### src/rtl/acc_regfile_16_pkg.sv
// Shared constants for the write-back destination stage and the control unit
// that drives it.
//   WIDTH  : data width of accumulator, registers and write data
//   NREGS  : number of general registers
//   AW     : register address width
//   WCNT_W : width of the committed-register-write counter
//   WSEL_* : encodings of the write destination select
package acc_regfile_16_pkg;

  localparam int WIDTH  = 16;
  localparam int NREGS  = 8;
  localparam int AW     = 3;
  localparam int WCNT_W = 8;

  localparam logic [1:0] WSEL_NONE = 2'd0;
  localparam logic [1:0] WSEL_ACC  = 2'd1;
  localparam logic [1:0] WSEL_REG  = 2'd2;
  localparam logic [1:0] WSEL_BOTH = 2'd3;

endpackage

### src/rtl/acc_regfile_16_regfile_8x16.sv
// regfile_8x16: general register array.
//   clk, rst            : clock, async active-high reset (clears every entry)
//   we_i/waddr_i/wdata_i: synchronous write port
//   raddr_a_i/rd_a_o    : async read port A
//   raddr_b_i/rd_b_o    : async read port B
//   rd_w_o              : async read of the write address, used by swap to
//                         fetch the old register value on the same edge
module regfile_8x16
  import acc_regfile_16_pkg::*;
(
  input  logic             clk,
  input  logic             rst,
  input  logic             we_i,
  input  logic [AW-1:0]    waddr_i,
  input  logic [WIDTH-1:0] wdata_i,
  input  logic [AW-1:0]    raddr_a_i,
  input  logic [AW-1:0]    raddr_b_i,
  output logic [WIDTH-1:0] rd_a_o,
  output logic [WIDTH-1:0] rd_b_o,
  output logic [WIDTH-1:0] rd_w_o
);

  logic [WIDTH-1:0] mem_q [NREGS];

  always_ff @(posedge clk or posedge rst) begin
    if (rst) begin
      for (int i = 0; i < NREGS; i++) mem_q[i] <= '0;
    end else if (we_i) begin
      mem_q[waddr_i] <= wdata_i;
    end
  end

  // Reads see pre-edge contents; there is deliberately no write forwarding.
  assign rd_a_o = mem_q[raddr_a_i];
  assign rd_b_o = mem_q[raddr_b_i];
  assign rd_w_o = mem_q[waddr_i];

endmodule

### src/rtl/acc_regfile_16.sv
// acc_regfile_16: write-back destination stage.
//   clk, rst        : clock, async active-high reset
//   wd              : write data from the write-back select mux
//   wsel            : destination (none / acc / reg[waddr] / both)
//   waddr           : destination register for wsel reg/both and for swap
//   swap            : exchange acc with reg[waddr]; overrides wsel, ignores wd
//   raddr_a/raddr_b : read port indices
//   rd_a/rd_b       : register operands, combinational
//   acc             : accumulator, registered
//   zf/nf           : zero/negative flags of the last value written to acc
//   wcount          : count of register-file writes, wraps at 2^8
module acc_regfile_16
  import acc_regfile_16_pkg::*;
(
  input  logic              clk,
  input  logic              rst,
  input  logic [WIDTH-1:0]  wd,
  input  logic [1:0]        wsel,
  input  logic [AW-1:0]     waddr,
  input  logic              swap,
  input  logic [AW-1:0]     raddr_a,
  input  logic [AW-1:0]     raddr_b,
  output logic [WIDTH-1:0]  rd_a,
  output logic [WIDTH-1:0]  rd_b,
  output logic [WIDTH-1:0]  acc,
  output logic              zf,
  output logic              nf,
  output logic [WCNT_W-1:0] wcount
);

  logic [WIDTH-1:0]  acc_q, acc_d;
  logic              zf_q, zf_d;
  logic              nf_q, nf_d;
  logic [WCNT_W-1:0] wcount_q, wcount_d;
  logic              acc_we;
  logic              rf_we;
  logic [WIDTH-1:0]  rf_wdata;
  logic [WIDTH-1:0]  rf_rd_w;

  regfile_8x16 u_regfile (
    .clk       (clk),
    .rst       (rst),
    .we_i      (rf_we),
    .waddr_i   (waddr),
    .wdata_i   (rf_wdata),
    .raddr_a_i (raddr_a),
    .raddr_b_i (raddr_b),
    .rd_a_o    (rd_a),
    .rd_b_o    (rd_b),
    .rd_w_o    (rf_rd_w)
  );

  always_comb begin
    acc_we   = 1'b0;
    rf_we    = 1'b0;
    rf_wdata = wd;
    acc_d    = acc_q;
    zf_d     = zf_q;
    nf_d     = nf_q;
    wcount_d = wcount_q;

    if (swap) begin
      acc_we   = 1'b1;
      acc_d    = rf_rd_w;
      rf_we    = 1'b1;
      rf_wdata = acc_q;
    end else begin
      case (wsel)
        WSEL_ACC: begin
          acc_we = 1'b1;
          acc_d  = wd;
        end
        WSEL_REG: begin
          rf_we = 1'b1;
        end
        WSEL_BOTH: begin
          acc_we = 1'b1;
          acc_d  = wd;
          rf_we  = 1'b1;
        end
        default: ;
      endcase
    end

    // Flags track the value being written, not the current acc.
    if (acc_we) begin
      zf_d = (acc_d == '0);
      nf_d = acc_d[WIDTH-1];
    end

    if (rf_we) wcount_d = wcount_q + 1'b1;
  end

  always_ff @(posedge clk or posedge rst) begin
    if (rst) begin
      acc_q    <= '0;
      zf_q     <= 1'b1;
      nf_q     <= 1'b0;
      wcount_q <= '0;
    end else begin
      acc_q    <= acc_d;
      zf_q     <= zf_d;
      nf_q     <= nf_d;
      wcount_q <= wcount_d;
    end
  end

  assign acc    = acc_q;
  assign zf     = zf_q;
  assign nf     = nf_q;
  assign wcount = wcount_q;

endmodule

### config.mk
export PLATFORM = sky130hd
export DESIGN_NAME = acc_regfile_16
export DESIGN_NICKNAME = d
export VERILOG_FILES = /design/src/rtl/acc_regfile_16_pkg.sv /design/src/rtl/acc_regfile_16_regfile_8x16.sv /design/src/rtl/acc_regfile_16.sv
export SDC_FILE = /design/constraint.sdc
export NUM_CORES = 1
export LEC_CHECK = 0
export CORE_ASPECT_RATIO = 1.2
export CORE_MARGIN = 3
export CORE_UTILIZATION = 45
export DETAILED_ROUTE_END_ITERATION = 6
export PLACE_DENSITY = 0.65
export SETUP_SLACK_MARGIN = 0.4
export SKIP_LAST_GASP = 1
export SYNTH_ARGS = -nofsm -noshare
export SYNTH_HDL_FRONTEND = slang
export SYNTH_SLANG_ARGS = --single-unit
### constraint.sdc
create_clock -name clk -period 9.8 [get_ports clk]
set_input_delay 0.98 -clock clk [delete_from_list [all_inputs] [get_ports clk]]
set_output_delay 0.98 -clock clk [all_outputs]
set_load 0.05 [all_outputs]
Word level (Yosys, flattened, before mapping). Index checks and enable logic that the tools add are counted.

Register bits after elaboration: 154. Input bits: 30. Output and inout bits: 58. Word-level logic and storage cells: 46.

Add/subtract/negate cells: 1. Order comparisons: 4. Equality and inequality tests: 3. Mux-type cells: 19. Bitwise gates (word level): 3. Reductions and logical operators: 4.

Operators by type and width (number): 2-to-1 mux 16 bit (10); binary-select mux 16 bit (select 3 bit) (3); bitwise mux 128 bit (1); demux 16 bit (select 3 bit) (1); logical NOT 16 bit (1); greater-or-equal comparator 4 bit (second input constant) (3); inverter 3 -> 4 bit (3); adder 8 x 1 -> 8 bit (second input constant) (1); equality test 2 bit (second input constant) (2); < comparator 4 x 1 -> 1 bit (second input constant) (1); 2-to-1 mux 1 bit (4); OR reduction 2 bit (2); equality test 2 x 1 -> 1 bit (second input constant) (1); logical AND 1 bit (1).

Logic depth before layout (Yosys ltp). Gate-level depths: netlist of the first run.

Word-level depth: 6. Mapped depth: 10. Depth with buffers taken out: 6.

Cells and area by module. A second synthesis of the first run with hierarchy kept.

Cell total of the unflattened synthesis: 580. Area total of the unflattened synthesis: 9280.2 µm².

By module, submodules not included: regfile_8x16 (times used 1, cells each 451, area each 7871.3 µm², sequential area each 3203.1 µm²); acc_regfile_16 (times used 1, cells each 129, area each 1408.9 µm², sequential area each 651.9 µm²).

Least setup slack after synthesis of the first run. OpenSTA, ideal clock, no wires.

Kind: input -> output. Start point: in raddr_a[0]. End point: out rd_a[0]. Data arrival time: 2.686 ns. Required time: 8.820 ns. Setup slack: 6.134 ns. Stages on the path: 4. Path buffers: 2. Path through: clkbuf_1 -> buf_1 -> mux4_2 -> mux2_2.

Word-level cells in the longest chain between the ends: 4.

RTL lines: from (decl) (RTL line acc_regfile_16.sv:21) `input logic [AW-1:0] raddr_a,`; inverter 3 -> 4 bit (not written as such) (RTL line acc_regfile_16_regfile_8x16.sv:34) `assign rd_a_o = mem_q[raddr_a_i];`; binary-select mux 16 bit (select 3 bit) (RTL line acc_regfile_16_regfile_8x16.sv:34); 2-to-1 mux 16 bit (not written as such) (2 in series) (RTL line acc_regfile_16_regfile_8x16.sv:34); to (decl) (RTL line acc_regfile_16.sv:23) `output logic [WIDTH-1:0] rd_a,`.

No other way between the ends. The select of a mux whose other input is x is not followed.

Worst setup path after layout of the first run.
Start point: in raddr_a[1]. End point: out rd_a[8].

The elaborated chain is that of the path after synthesis.

==> results.md, run 1 <==
- P_leak: 4.16 nW
- FF/Latch Area: 3850 µm²
- Post-synth top area share: 0.439
- Final TNS setup: 0 ns
- PD cells: 239 nW/µm²
- Sequential area share after synthesis: 0.442
- Placer Congestion: 0.836
- DR vias/cell: 6.19
- Distinct cells, synth: 38
- Reg2Reg Depth: 6
- Die H: 159 µm
- Largest net degree at the start of global routing: 94
- Most frequent cells in the layout: 153 x dfrtp_1, 117 x nor2_1, 113 x a21oi_1
- Clk_skew: 0.00825 ns
- Layout cells sized above 1: 0.195
- Drt first pass iters: 6
- Final #Nets: 866
- Vias: 6831
- Worst ir drop on vdd: 0.159 mV
- Die Area: 21100 µm²
- CTS H-tree lvls: 4
- Hpwl dp: 15.5 mm
- Status: finished clean
- Type of origin of the critical path: primary input
- Clock Sinks: 154
- Max Cap Viol: 0
- Critical Path AT: 3.30 ns
- Drt first-iter violations: 648
- Worst setup EP type: output port
- Final Hold Fails: 0
- Endpoints failing setup: 0
- First-pass GRT wire length: 38.9 mm
- #FFs+latches synth: 154
- DR DRC count: 0
- Dpl ws: 5.56 ns
- Max-slew violation count: 0
- Worst-margin pin slew: 1.21 ns
- Synth Flop Type: dfrtp_1
- Core Box Area: 18900 µm²
- Layout area overhead: 18.5%
- Syn_nets: 810
- Top-Level Pins: 88
- Tmin final: 4.28 ns
- Initial antenna violation count: 1
- Fraction of registers with async set/reset: 1.00
- Mapped Cells: 779
- Initial Util: 0.461
- Multi-input gate area: 4620 µm²
- Hold path cells: 1
- Commonest non-fill, non-tap cell in the layout: dfrtp_1
- Post-CTS setup buffer count: 0
- Cell Area, Synth: 8730 µm²
- Number of global-route vias before repair: 6945
- CTS Buf Count: 17
- Total grt overflow: 0
- Die width: 133 µm
- GRT Total Usage: 0.241
- Row cnt: 55
- Area post-placement: 9780 µm²
- Max Clk Rate: 234 MHz
- Critical Path RT: 8.82 ns
- Area contributors post-synth: dfrtp_1 44%, mux4_2 17%, mux2i_1 10%, a21oi_1 6.5%, nor2_1 5.2%
- Fill count: 1580
- Critical Path Fanout Max: 32
- Syn Area/Cell: 11.2 µm²
- Worst-Skew Late Latency: 0.43 ns
- Kind of critical path: primary input to output port
- Type of the tightest min-delay check: flop to flop
- Reg clk slew, reported paths: 0.06 ns
- Hold buffers post-CTS: 0
- Fin util: 0.547
- Total Wirelength: 24.9 mm
- Bufs on Longest Clock Path: 2
- Final worst slack: 5.52 ns
- Synth area leader: dfrtp_1
- Port Buf Inserts: 87
- N_diodes: 0
- Mean routed wirelength per cell: 22.6 µm
- CTS root buf: clkbuf_16
- Slew headroom: 0.197
- Post-route cell area: 10300 µm²
- YS warnings: 0
- CTS tree: built
- Crit share post-route: 0.437
- RSZ-0062 raised after global routing: false
- Routed Antenna Nets: 0
- CTS resizes: 0
- Total Power: 2.47 mW
- Post-synth EDFFs: 0
==> kinds of logic (layout without fill, tap and decap cells) <==
family	count (synthesis)	after routing	share of synthesized area
multiplexers	190	190	0.317
AO/OA/AOI/OAI	184	184	0.119
AND/OR/NAND/NOR	174	174	0.0794
flip-flops	154	154	0.442
buffers and inverters	69	138	0.0345
XOR/XNOR	7	7	0.00702
adder cells (fa/ha/maj)	1	1	0.00143
==> synth_stat cells (10+ instances only) <==
| cell type | instances |
|---|---|
| a21oi_1 | 113 |
| buf_1 | 10 |
| buf_2 | 10 |
| clkbuf_1 | 40 |
| dfrtp_1 | 153 |
| mux2_2 | 35 |
| mux2i_1 | 89 |
| mux4_2 | 66 |
| nand2_1 | 37 |
| nor2_1 | 120 |
| o21ai_0 | 26 |
| o22ai_1 | 28 |
==> worst paths after layout <==
| kind | slack, ns | from | end |
|---|---|---|---|
| max in group asynchronous | 7.41 | rst | acc[15] |
| setup reg to reg | 7.52 | u_regfile.mem_q[53] | zf |
| hold / removal | 0.48 | wcount[7] | wcount[7] |
| hold reg to reg | 0.48 | wcount[7] | wcount[7] |
| setup / recovery | 5.52 | raddr_a[1] | rd_a[8] |
| min in group asynchronous | 1.07 | rst | u_regfile.mem_q[3] |
==> layer usage <==
layer  global-route usage  routed length, µm  up-vias
li1                     -                  -     2998
met1                0.298               9970     3486
met2                0.423              12800      286
met3               0.0471               1390       59
met4               0.0931                703        2
met5                    0                 13        -
==> final cells by class <==
type | count | area share
multi-input cells | 556 | 0.446
flip-flops and latches | 154 | 0.372
repair buffers | 103 | 0.0941
clock buffers | 17 | 0.0411
well taps | 256 | 0.0309
clock inverters | 15 | 0.0138
inverters | 3 | 0.00157
==> critical path, stage by stage <==
cell and delay [ns]:
clkdlybuf4s50_1 0.46, buf_4 0.44, mux4_2 0.40, mux2_2 0.29, clkdlybuf4s50_1 0.71
==> metrics by stage <==
step,instances,hold slack [ns]
final,1104,0.476
after detailed placement,1072,0.475
after global routing,1104,0.510
after global placement,1072,0.463
after CTS,1104,0.483
after floorplan,779,0.478
==> flip-flops by register name, summed over array words and instances (netlist names) <==
name             cells
wcount               8
zf                   1
u_regfile.mem_q    128
acc                 16
nf                   1
==> power breakdown <==
part	leakage, nW	switching (mW)	internal [mW]
Sequential	1.75	0.159	0.783
Combinational	2.15	0.510	0.389
Clock	0.263	0.277	0.353
Total	4.16	0.945	1.53
(Power assumes the default switching activity.)
==> run 2: changes to the inputs <==
PLACE_DENSITY = 0.68   (was 0.65)
clock period = 3.5 ns   (was 9.8 ns; I/O delays follow)
==> run 2 against run 1 <==
Net effect:
- worst setup slack got worse by 4.8 ns
- core utilization grew 0.87 points
- global-route usage is 0.78 points higher
- critical path type is now primary input to flop
- highest routed layer is now met4
==> results.md, run 2 (synthesis gave the netlist of run 1 again) <==
- Max Clk Rate: 359 MHz
- Initial Util: 0.461 (unchanged)
- Port Buf Inserts: 87 (unchanged)
- Mean routed wirelength per cell: 22.7 µm (+0.78%)
- Die H: 159 µm (unchanged)
- Min Hold Slack: 0.391 ns (-0.0851 ns)
- CTS root buf: clkbuf_16
- Reg clk slew, reported paths: 0.06 ns (about the same)
- CP Cell Sequence: clkdlybuf4s50_1, or2_1, o22ai_1, o31a_1, or4_4, a2111oi_4, a22o_1
- CTS tree: built
- Placer Congestion: 0.835 (-0.13%)
- Layout area overhead: 20.4%
- Kind of critical path: primary input to flop
- Worst-Skew Late Latency: 0.43 ns (about the same)
- Final Hold Fails: 0 (unchanged)
- Top-Level Pins: 88 (unchanged)
- DR DRC count: 0 (unchanged)
- Routed Antenna Nets: 0 (unchanged)
- Worst Path Buf+Inv: 1 (-2)
- Post-CTS setup buffer count: 0 (unchanged)
- PD cells: 678 nW/µm² (+180%)
- Clk pwr share: 0.280 (+0.025)
- Logic gate share of total power: 0.352 (-0.012)
- Initial antenna violation count: 0 (-1)
- Type of origin of the critical path: primary input
- CTS resizes: 0 (unchanged)
- Clock Sinks: 154 (unchanged)
- Layout cells sized above 1: 0.243 (+0.0488)
- Most frequent cells in the layout: 153 x dfrtp_1, 117 x nor2_1, 113 x a21oi_1
- Critical Path RT: 3.87 ns (-4.95 ns)
- Core Box Area: 18900 µm² (unchanged)
- Drt first pass iters: 5 (-1)
- Fill count: 1603 (+1.5%)
- Vias: 6788 (-0.63%)
- Largest net degree at the start of global routing: 44 (-53%)
- Post-route insts no fill: 1120 (+1.4%)
- Row cnt: 55 (unchanged)
- Switching power share of the total: 0.368 (-0.0150)
- Hold buffers post-CTS: 0 (unchanged)
- Bufs on Longest Clock Path: 2 (unchanged)
- Hpwl dp: 16.7 mm (+7.4%)
- Number of global-route vias before repair: 6859 (-1.2%)
- Status: finished clean
- Worst setup EP type: flop
- Sw power: 2.62 mW (+180%)
- Worst-margin pin slew: 0.852 ns (-0.353 ns)
- Total Wirelength: 25.5 mm (+2.2%)
- Clk_skew: 0.00631 ns (-0.00194 ns)
- Crit path max-delay family: simple AND/OR/NAND/NOR gates
- RSZ-0062 raised after global routing: false
- Largest Register: u_regfile.mem_q
- Max Cap Viol: 0 (unchanged)
- Type of the tightest min-delay check: primary input to async pin
- Final worst slack: 0.717 ns (-4.80 ns)
- P_int: 4.51 mW (+200%)
- Die Area: 21100 µm² (unchanged)
- CTS H-tree lvls: 4 (unchanged)
- Max reg flops: 128 (unchanged)
- First-pass GRT wire length: 39.9 mm (+2.6%)
- Tmin final: 2.78 ns
- Dpl ws: 0.342 ns (-5.21 ns)
- Part of the power in registers: 0.368 (-0.013)
- Final #Nets: 881 (+1.7%)
- Max-slew violation count: 0 (unchanged)
- Die width: 133 µm (unchanged)
- Critical Path Max Stage Delay: 0.67 ns (-0.04 ns)
- Critical Path AT: 3.15 ns (-0.15 ns)
- Endpoints failing setup: 0 (unchanged)
- CTS Buf Count: 17 (unchanged)
- Worst ir drop on vdd: 0.370 mV (+130%)
- DR vias/cell: 6.06 (-2.0%)
- Crit share post-route: 0.795
- P_leak: 4.32 nW (+3.8%)
- Slew headroom: 0.416 (+0.219)
- CP max-delay cell: clkdlybuf4s50_1
- Placed Cells incl. Taps: 1087 (+1.4%)
- Commonest non-fill, non-tap cell in the layout: dfrtp_1
- GRT Total Usage: 0.249 (+0.00783)
- Drt first-iter violations: 528 (-19%)
- Fin util: 0.556 (+0.00873)
- Final TNS setup: 0 ns (unchanged)
- Critical Path Fanout Max: 16 (-50%)
- Total grt overflow: 0 (unchanged)
## run 2: changes by cell type in the layout (fill, tap and decap cells not counted), moves of 2 or more
| cell | previous run | this run |
|---|---|---|
| buf_12 | 0 | 6 |
| clkbuf_1 | 0 | 2 |
| bufinv_16 | 1 | 4 |
| clkdlybuf4s50_1 | 83 | 51 |
| buf_4 | 17 | 58 |
| nor2_2 | 0 | 3 |
| nor2_4 | 3 | 0 |
| clkbuf_8 | 0 | 3 |
| inv_6 | 6 | 0 |
## run 2: stage by stage
stage | power [mW] | instance area (µm²)
finish | 7.13 | 10500
global route | 7.47 | 10500
floorplan | 4.37 | 8730
detailed placement | 5.15 | 9870
global placement | 5.09 | 9870
CTS | 7.16 | 10500
## run 2: final timing paths
kind	from	endpoint	slack, ns	cells after the start
setup / recovery	waddr[1]	zf	0.72	7
hold / removal	rst	u_regfile.mem_q[123]	0.39	2
setup reg to reg	u_regfile.mem_q[11]	zf	1.35	6
hold reg to reg	wcount[7]	wcount[7]	0.47	1
max in group asynchronous	rst	u_regfile.mem_q[109]	2.12	4
min in group clk	wcount[7]	wcount[7]	0.47	1
## run 2: metal layers
layer / vias up / wire, µm / GRT usage / part of all wire
met2: 265 / 12700 / 0.413 / 0.50
li1: 3039 / - / - / -
met1: 3444 / 10700 / 0.326 / 0.42
met4: 0 / 496 / 0.0838 / 0.019
met5: - / 0 / 0 / 0
met3: 40 / 1560 / 0.0591 / 0.061
## run 2: cell type report
cell class | instances | area [µm²] | share of cell area
diodes | 1 | 2.50 | 0.000238
clock buffers | 22 | 474 | 0.0451
clock inverters | 10 | 165 | 0.0157
inverters | 3 | 15.0 | 0.00143
multi-input cells | 556 | 4600 | 0.438
flip-flops and latches | 154 | 3850 | 0.367
well taps | 256 | 320 | 0.0305
repair buffers | 118 | 1080 | 0.103
## run 2: power groups by stage
| stage | combinational [mW] | clock, mW | sequential, mW |
|---|---|---|---|
| 2_1_floorplan | 1.60 | 0 | 2.77 |
| 3_3_place_gp | 2.48 | 0 | 2.61 |
| 3_5_place_dp | 2.51 | 0 | 2.64 |
| 4_1_cts | 2.52 | 2.02 | 2.61 |
| 5_1_grt | 2.68 | 2.10 | 2.69 |
| 6_report | 2.51 | 2.00 | 2.63 |
